===== src/rtl/retroaction_dac_writer.sv =====
// Streams controller samples to the trap-actuator DAC over write-only SPI (CPOL=0, CPHA=0).
// Optional feature macro: DAC_SLEW_LIMIT_EN (per-frame code slew limit toward the pending target).
module retroaction_dac_writer #(
  parameter int              input_bit_size = 16,
  parameter int              input_frac_size = 15,
  parameter int              dac_bit_size   = 16,
  parameter int              cmd_bit_size   = 8,
  parameter logic [7:0]      dac_cmd        = 8'h30,
  parameter int              sclk_half      = 4,
  parameter int              cs_high_cycles = 4,
  parameter int              max_step       = 256
) (
  input  logic                      clk,
  input  logic                      reset,
  input  logic [input_bit_size-1:0] sample,
  input  logic                      sample_valid,
  input  logic                      dac_enable,
  output logic                      dac_sclk,
  output logic                      dac_mosi,
  output logic                      dac_cs_n,
  output logic                      busy,
  output logic                      frame_done,
  output logic [dac_bit_size-1:0]   last_code,
  output logic [15:0]               dropped_count
);

  localparam int FRAME_W = cmd_bit_size + dac_bit_size;
  localparam int SHIFT_L = (dac_bit_size - 1) - input_frac_size;
  localparam int SHL     = (SHIFT_L > 0) ? SHIFT_L : 0;
  localparam int SHR     = (SHIFT_L < 0) ? -SHIFT_L : 0;
  localparam int EXT_W   = ((input_bit_size + SHL > dac_bit_size) ? input_bit_size + SHL : dac_bit_size) + 1;
  localparam int CNT_MAX = (sclk_half > cs_high_cycles) ? sclk_half : cs_high_cycles;
  localparam int CNT_W   = $clog2(CNT_MAX) + 1;
  localparam int BIT_W   = $clog2(FRAME_W) + 1;

  typedef enum logic [1:0] {S_IDLE, S_SETUP, S_SHIFT, S_CSHIGH} state_t;

  state_t                    state_r, state_s;
  logic [CNT_W-1:0]          cnt_r, cnt_s;
  logic [BIT_W-1:0]          bit_cnt_r, bit_cnt_s;
  logic [FRAME_W-1:0]        shreg_r, shreg_s;
  logic [dac_bit_size-1:0]   code_r, code_s;
  logic [dac_bit_size-1:0]   pend_code_r, pend_code_s;
  logic [dac_bit_size-1:0]   last_code_r, last_code_s;
  logic [dac_bit_size-1:0]   load_code_s;
  logic [15:0]               dropped_r, dropped_s;
  logic                      pending_r, pending_s;
  logic                      sclk_r, sclk_s, mosi_r, mosi_s, cs_n_r, cs_n_s;
  logic                      frame_done_r, frame_done_s, busy_r;
  logic                      load_s, accept_s;

  // Align to dac_bit_size-1 fractional bits, saturate to signed DAC range, then flip MSB to offset-binary.
  function automatic logic [dac_bit_size-1:0] to_offset_binary(input logic [input_bit_size-1:0] s);
    logic signed [EXT_W-1:0] v;
    logic [dac_bit_size-1:0] code;
    v = {{(EXT_W-input_bit_size){s[input_bit_size-1]}}, s};
    v = (v <<< SHL) >>> SHR;
    if ((&v[EXT_W-1:dac_bit_size-1]) || (~|v[EXT_W-1:dac_bit_size-1])) begin
      code = v[dac_bit_size-1:0];
    end else if (v[EXT_W-1]) begin
      code = {1'b1, {(dac_bit_size-1){1'b0}}};
    end else begin
      code = {1'b0, {(dac_bit_size-1){1'b1}}};
    end
    return {~code[dac_bit_size-1], code[dac_bit_size-2:0]};
  endfunction

`ifdef DAC_SLEW_LIMIT_EN
  // Unsigned clamp of target to base +/- max_step; one extra bit keeps the sums from wrapping.
  function automatic logic [dac_bit_size-1:0] slew_clamp(input logic [dac_bit_size-1:0] target,
                                                         input logic [dac_bit_size-1:0] base);
    logic [dac_bit_size:0] t, b, step, r;
    t    = {1'b0, target};
    b    = {1'b0, base};
    step = (dac_bit_size+1)'(max_step);
    if (t > b + step) begin
      r = b + step;
    end else if (b > t + step) begin
      r = b - step;
    end else begin
      r = t;
    end
    return r[dac_bit_size-1:0];
  endfunction
`endif

  // Next-state, SPI shifting, sample buffer and drop counter.
  always_comb begin
    state_s      = state_r;
    cnt_s        = cnt_r;
    bit_cnt_s    = bit_cnt_r;
    shreg_s      = shreg_r;
    code_s       = code_r;
    sclk_s       = sclk_r;
    mosi_s       = mosi_r;
    cs_n_s       = cs_n_r;
    frame_done_s = 1'b0;
    last_code_s  = last_code_r;
    pending_s    = pending_r;
    pend_code_s  = pend_code_r;
    dropped_s    = dropped_r;
`ifdef DAC_SLEW_LIMIT_EN
    load_code_s  = slew_clamp(pend_code_r, last_code_r);
`else
    load_code_s  = pend_code_r;
`endif
    load_s       = (state_r == S_IDLE) && pending_r;
    accept_s     = sample_valid && dac_enable;

    case (state_r)
      S_IDLE: begin
        if (pending_r) begin
          shreg_s   = {dac_cmd[cmd_bit_size-1:0], load_code_s};
          code_s    = load_code_s;
          // A clamped step keeps the original target pending for the next frame.
          pending_s = (load_code_s != pend_code_r);
          cs_n_s    = 1'b0;
          mosi_s    = dac_cmd[cmd_bit_size-1];
          cnt_s     = {CNT_W{1'b0}};
          bit_cnt_s = {BIT_W{1'b0}};
          state_s   = S_SETUP;
        end else begin
          state_s   = S_IDLE;
        end
      end
      S_SETUP: begin
        if (cnt_r == CNT_W'(sclk_half - 1)) begin
          cnt_s   = {CNT_W{1'b0}};
          sclk_s  = 1'b1;
          state_s = S_SHIFT;
        end else begin
          cnt_s   = cnt_r + CNT_W'(1);
        end
      end
      S_SHIFT: begin
        if (cnt_r != CNT_W'(sclk_half - 1)) begin
          cnt_s = cnt_r + CNT_W'(1);
        end else begin
          cnt_s = {CNT_W{1'b0}};
          if (!sclk_r) begin
            sclk_s = 1'b1;
          end else if (bit_cnt_r == BIT_W'(FRAME_W - 1)) begin
            sclk_s       = 1'b0;
            cs_n_s       = 1'b1;
            frame_done_s = 1'b1;
            last_code_s  = code_r;
            state_s      = S_CSHIGH;
          end else begin
            sclk_s    = 1'b0;
            shreg_s   = {shreg_r[FRAME_W-2:0], 1'b0};
            mosi_s    = shreg_r[FRAME_W-2];
            bit_cnt_s = bit_cnt_r + BIT_W'(1);
          end
        end
      end
      S_CSHIGH: begin
        if (cnt_r == CNT_W'(cs_high_cycles - 1)) begin
          cnt_s   = {CNT_W{1'b0}};
          state_s = S_IDLE;
        end else begin
          cnt_s   = cnt_r + CNT_W'(1);
        end
      end
      default: begin
        state_s = S_IDLE;
        cs_n_s  = 1'b1;
        sclk_s  = 1'b0;
      end
    endcase

    if (accept_s) begin
      pend_code_s = to_offset_binary(sample);
      pending_s   = 1'b1;
      if (pending_r && !load_s && (dropped_r != 16'hFFFF)) begin
        dropped_s = dropped_r + 16'd1;
      end else begin
        dropped_s = dropped_r;
      end
    end else begin
      pend_code_s = pend_code_r;
    end
  end

  // State and output registers with synchronous active-low reset.
  always_ff @(posedge clk) begin
    if (!reset) begin
      state_r      <= S_IDLE;
      cnt_r        <= {CNT_W{1'b0}};
      bit_cnt_r    <= {BIT_W{1'b0}};
      shreg_r      <= {FRAME_W{1'b0}};
      code_r       <= {1'b1, {(dac_bit_size-1){1'b0}}};
      pend_code_r  <= {dac_bit_size{1'b0}};
      last_code_r  <= {1'b1, {(dac_bit_size-1){1'b0}}};
      dropped_r    <= 16'd0;
      pending_r    <= 1'b0;
      sclk_r       <= 1'b0;
      mosi_r       <= 1'b0;
      cs_n_r       <= 1'b1;
      frame_done_r <= 1'b0;
      busy_r       <= 1'b0;
    end else begin
      state_r      <= state_s;
      cnt_r        <= cnt_s;
      bit_cnt_r    <= bit_cnt_s;
      shreg_r      <= shreg_s;
      code_r       <= code_s;
      pend_code_r  <= pend_code_s;
      last_code_r  <= last_code_s;
      dropped_r    <= dropped_s;
      pending_r    <= pending_s;
      sclk_r       <= sclk_s;
      mosi_r       <= mosi_s;
      cs_n_r       <= cs_n_s;
      frame_done_r <= frame_done_s;
      busy_r       <= (state_s != S_IDLE);
    end
  end

  assign dac_sclk      = sclk_r;
  assign dac_mosi      = mosi_r;
  assign dac_cs_n      = cs_n_r;
  assign busy          = busy_r;
  assign frame_done    = frame_done_r;
  assign last_code     = last_code_r;
  assign dropped_count = dropped_r;

endmodule


===== config.mk =====
export PLATFORM = sky130hd
export DESIGN_NAME = retroaction_dac_writer
export DESIGN_NICKNAME = d
export VERILOG_FILES = /design/src/rtl/retroaction_dac_writer.sv
export SDC_FILE = /design/constraint.sdc
export NUM_CORES = 1
export LEC_CHECK = 0
export CAP_MARGIN = 25
export CORE_MARGIN = 2
export CORE_UTILIZATION = 54
export DETAILED_ROUTE_END_ITERATION = 8
export GPL_TIMING_DRIVEN = 0
export PLACE_DENSITY_LB_ADDON = 0.08
export SETUP_SLACK_MARGIN = 0.05
export SLEW_MARGIN = 20
export SYNTH_ARGS = -nofsm -noshare
export SYNTH_HDL_FRONTEND = slang
export SYNTH_SLANG_ARGS = --single-unit

===== constraint.sdc =====
create_clock -name clk -period 2.3 [get_ports clk]
set_input_delay 0.46 -clock clk [delete_from_list [all_inputs] [get_ports clk]]
set_output_delay 0.46 -clock clk [all_outputs]
set_load 0.02 [all_outputs]

==> impl_metrics.csv <==
group,metric,value,unit
setup_path,end_kind,"register",
final_layout,multiInputGateArea,2040,µm²
routing,ant_nets,0,
yosys,seq_area_frac_synth,48.8,%
setup_path,arrival,2.41,ns
cts,cts_root_buffer,"clkbuf_8",
global_route,grt_first_pass_wirelength,16700,µm
yosys,synth-edff-count,0,
placement,globalplace.congestion,0.817,
pwr,intPower,0.00253,W
pwr,p_sw_share,23.2,%
placement,hpwl,7130,µm
final_layout,final_nets,570,
pwr,power_frac_clock,37.1,%
setup_path,worstPathMaxFanout,8,
timing,finalHoldViolCount,0,
placement,dpl_cell_area,4960,µm²
floorplanning,boundaryPins,57,
yosys,synth_top_cell_area_share,48.8,%
pwr,p_sw,0.000766,W
timing,rsz0062_at_grt,"false",
pwr,leakagePower,1.70,nW
yosys,yosysUniqueCellTypes,55,
global_route,grt_usage,24.3,%
yosys,netlist_instances,480,
setup_path,crit_type,"in2reg",
final_layout,layout-drive-gt1-share,7.26,%
floorplanning,die_y,92.9,µm
timing,skew,0.00912,ns
pwr,seqPwrFrac,56.5,%
routing,vias,3753,
setup_path,max_stage_delay,0.57,ns
global_route,antenna_found_initial,0,
status,status,"completed",
setup_path,crit_family,"simple AND/OR/NAND/NOR gates",
yosys,synth_area_leaders,"dfxtp_1 49%, mux2i_1 8.9%, a21oi_1 7.9%, nand2_1 6.9%, a211oi_1 3.5%",
yosys,synth-seq-cells,104,
pwr,ir_worst_vdd,0.465,mV
routing,wl_per_cell,15.5,µm
setup_path,critical-path-slowest-cell,"clkdlybuf4s50_1",
cts,cts.sinks,104,
setup_path,worstPathCellList,"clkdlybuf4s50_1, o2111a_1, nand4_1, or4_1, a21oi_1",
setup_path,crit_buf_inv,1,
final_layout,n_antenna_cell,0,
yosys,yosys.area.top_type,"dfxtp_1",
floorplanning,rows,32,
timing,slew_headroom,57.3,%
setup_path,startpoint_type,"input port",
routing,drtIter0Drc,180,
yosys,synthArstFlopShare,0,%
cts,htree_levels,3,
global_route,grt_max_degree,17,
final_layout,regArea,2080,µm²
final_layout,fillers,641,
setup_path,cp.required,2.60,ns
min_path,hp-class,"reg2reg",
yosys,syn_nets,503,
cts,cts-buffers-inserted,9,
yosys,netlist_area,4270,µm²
pwr,p_total,0.00330,W
timing,worst_pin_slew,0.641,ns
routing,drt-pass1-iter-count,4,
routing,drc,0,
pwr,pwr_density_cell,636,nW/µm²
routing,finalWirelength,10100,µm
cts,clk_latency,0.37,ns
floorplanning,dieArea,8630,µm²
timing,slew_viol_final,0,
cts,clk_pin_slew,0.10,ns
final_layout,synthToLayoutAreaGrowth,21.5,%
floorplanning,coreArea,7690,µm²
cts,ctsHoldBuffers,0,
run,max_cap_viol_count,0,
floorplanning,start_util,55.5,%
global_route,overflow,0,
global_route,grt_pass1_vias,3546,
cts,cts_tree,"built",
final_layout,stdcell_area,5180,µm²
yosys,synth_area_per_cell,8.89,µm²
yosys,ys.flop_type,"dfxtp_1",
timing,finalSetupViolCount,0,
timing,period_share,91.7,%
timing,fin_crit,2.11,ns
placement,portBuffers,56,
routing,viasPerCell,5.75,
timing,tns,0,ns
cts,ctsLongestPathBuffers,2,
timing,max_freq,474,MHz
yosys,ys_warn_count,0,
pwr,combPwrFrac,6.4,%
floorplanning,fp.dieW,92.9,µm
[per-stage QoR]
stage / instances / setup slack (ns) / hold slack, ns / utilization, %
after floorplan: 480 / 0.252 / 0.436 / -
after global placement: 638 / -0.114 / 0.447 / 64.5
after detailed placement: 638 / -0.170 / 0.448 / 64.5
after CTS: 653 / 0.153 / 0.462 / 67.2
after global routing: 653 / 0.0504 / 0.485 / 67.4
final: 653 / 0.190 / 0.461 / 67.4
[Yosys cell counts (all sizes together) (3+ instances only)]
master	instances
ha	3
inv	5
nor3	3
a211oi	20
nand3	21
nor2	30
o21ai	11
nand2	78
nand2b	6
buf	12
nand4	5
or3	4
a21oi	68
o31ai	7
mux2i	38
a31oi	3
clkbuf	20
or4	7
dfxtp	104
[kinds of logic after synthesis]
group	Yosys count	synth area share (%)
and+or+nand+nor	173	19.4
AOI/OAI and AO/OA	123	17.7
DFF	104	48.8
muxes	39	9.17
buffers and inverters	37	3.90
adders and majority gates	3	0.879
xor gates and xnor gates	1	0.205
[power groups by stage]
stage | combinational (W) | clock (W) | sequential, W
5_1_grt | 0.000229 | 0.00130 | 0.00187
3_3_place_gp | 0.000203 | 0 | 0.00191
2_1_floorplan | 0.000121 | 0 | 0.00190
4_1_cts | 0.000209 | 0.00124 | 0.00187
6_report | 0.000211 | 0.00122 | 0.00187
3_5_place_dp | 0.000208 | 0 | 0.00191
[path summary, 6_finish.rpt]
| path | slack, ns | to | start | cells past startpoint |
|---|---|---|---|---|
| setup / recovery | 0.19 | dropped_count[5] | sample_valid | 5 |
| hold / removal | 0.46 | code_r[12] | code_r[12] | 2 |
| setup reg to reg | 0.20 | dropped_count[12] | dropped_count[0] | 5 |
| hold reg to reg | 0.46 | code_r[12] | code_r[12] | 2 |
[area by class of cell]
type                       instances  share of cell area [%]
buffer                            32                    2.85
multi-input combinational        339                    39.3
timing repair buffer              56                    10.8
inverter                           5                   0.362
clock inverter                     5                    1.59
tap                              102                    2.46
sequential                       104                    40.2
clock buffer                      10                    2.46
[worst min-delay path, cell delays in order (launching register included)]
cell,delay [ns]
dfxtp_1,0.32
nand2_1,0.05
a21oi_1,0.05
[cell usage in the layout (no fill, tap or decap), types with 6 or more instances in the layout]
| master | count |
|---|---|
| a211oi_1 | 20 |
| a21oi_1 | 67 |
| buf_2 | 7 |
| clkbuf_1 | 21 |
| clkbuf_8 | 9 |
| clkdlybuf4s50_1 | 56 |
| dfxtp_1 | 104 |
| mux2i_1 | 38 |
| nand2_1 | 78 |
| nand2b_1 | 6 |
| nand3_1 | 21 |
| nor2_1 | 29 |
| o21ai_0 | 11 |
| o31ai_1 | 7 |
| or4_1 | 6 |
[per-layer routing]
metal / part of all wire [%] / wire length [µm] / GRT usage [%] / up-vias
li1: - / - / - / 1857
met1: 46 / 4700 / 30.9 / 1784
met2: 48 / 4840 / 41.3 / 95
met3: 4.1 / 416 / 5.04 / 17
met4: 1.8 / 184 / 7.84 / 0
met5: 0 / 0 / 0 / -
[sequential cells by signal, summed over array words and instances, names as in the netlist]
signal         flops
shreg_r           23
code_r            16
last_code         16
bit_cnt_r          6
dac_mosi           1
dac_cs_n           1
busy               1
state_r            2
cnt_r              3
load_code_s       16
dac_sclk           1
pending_r          1
dropped_count     16
frame_done         1
[timing repair]
item	in CTS	in global routing
endpoints found under the setup margin	0	15
buffers inserted	0	0
gates resized for setup	0	3
Power figures use the tool's default switching activity.
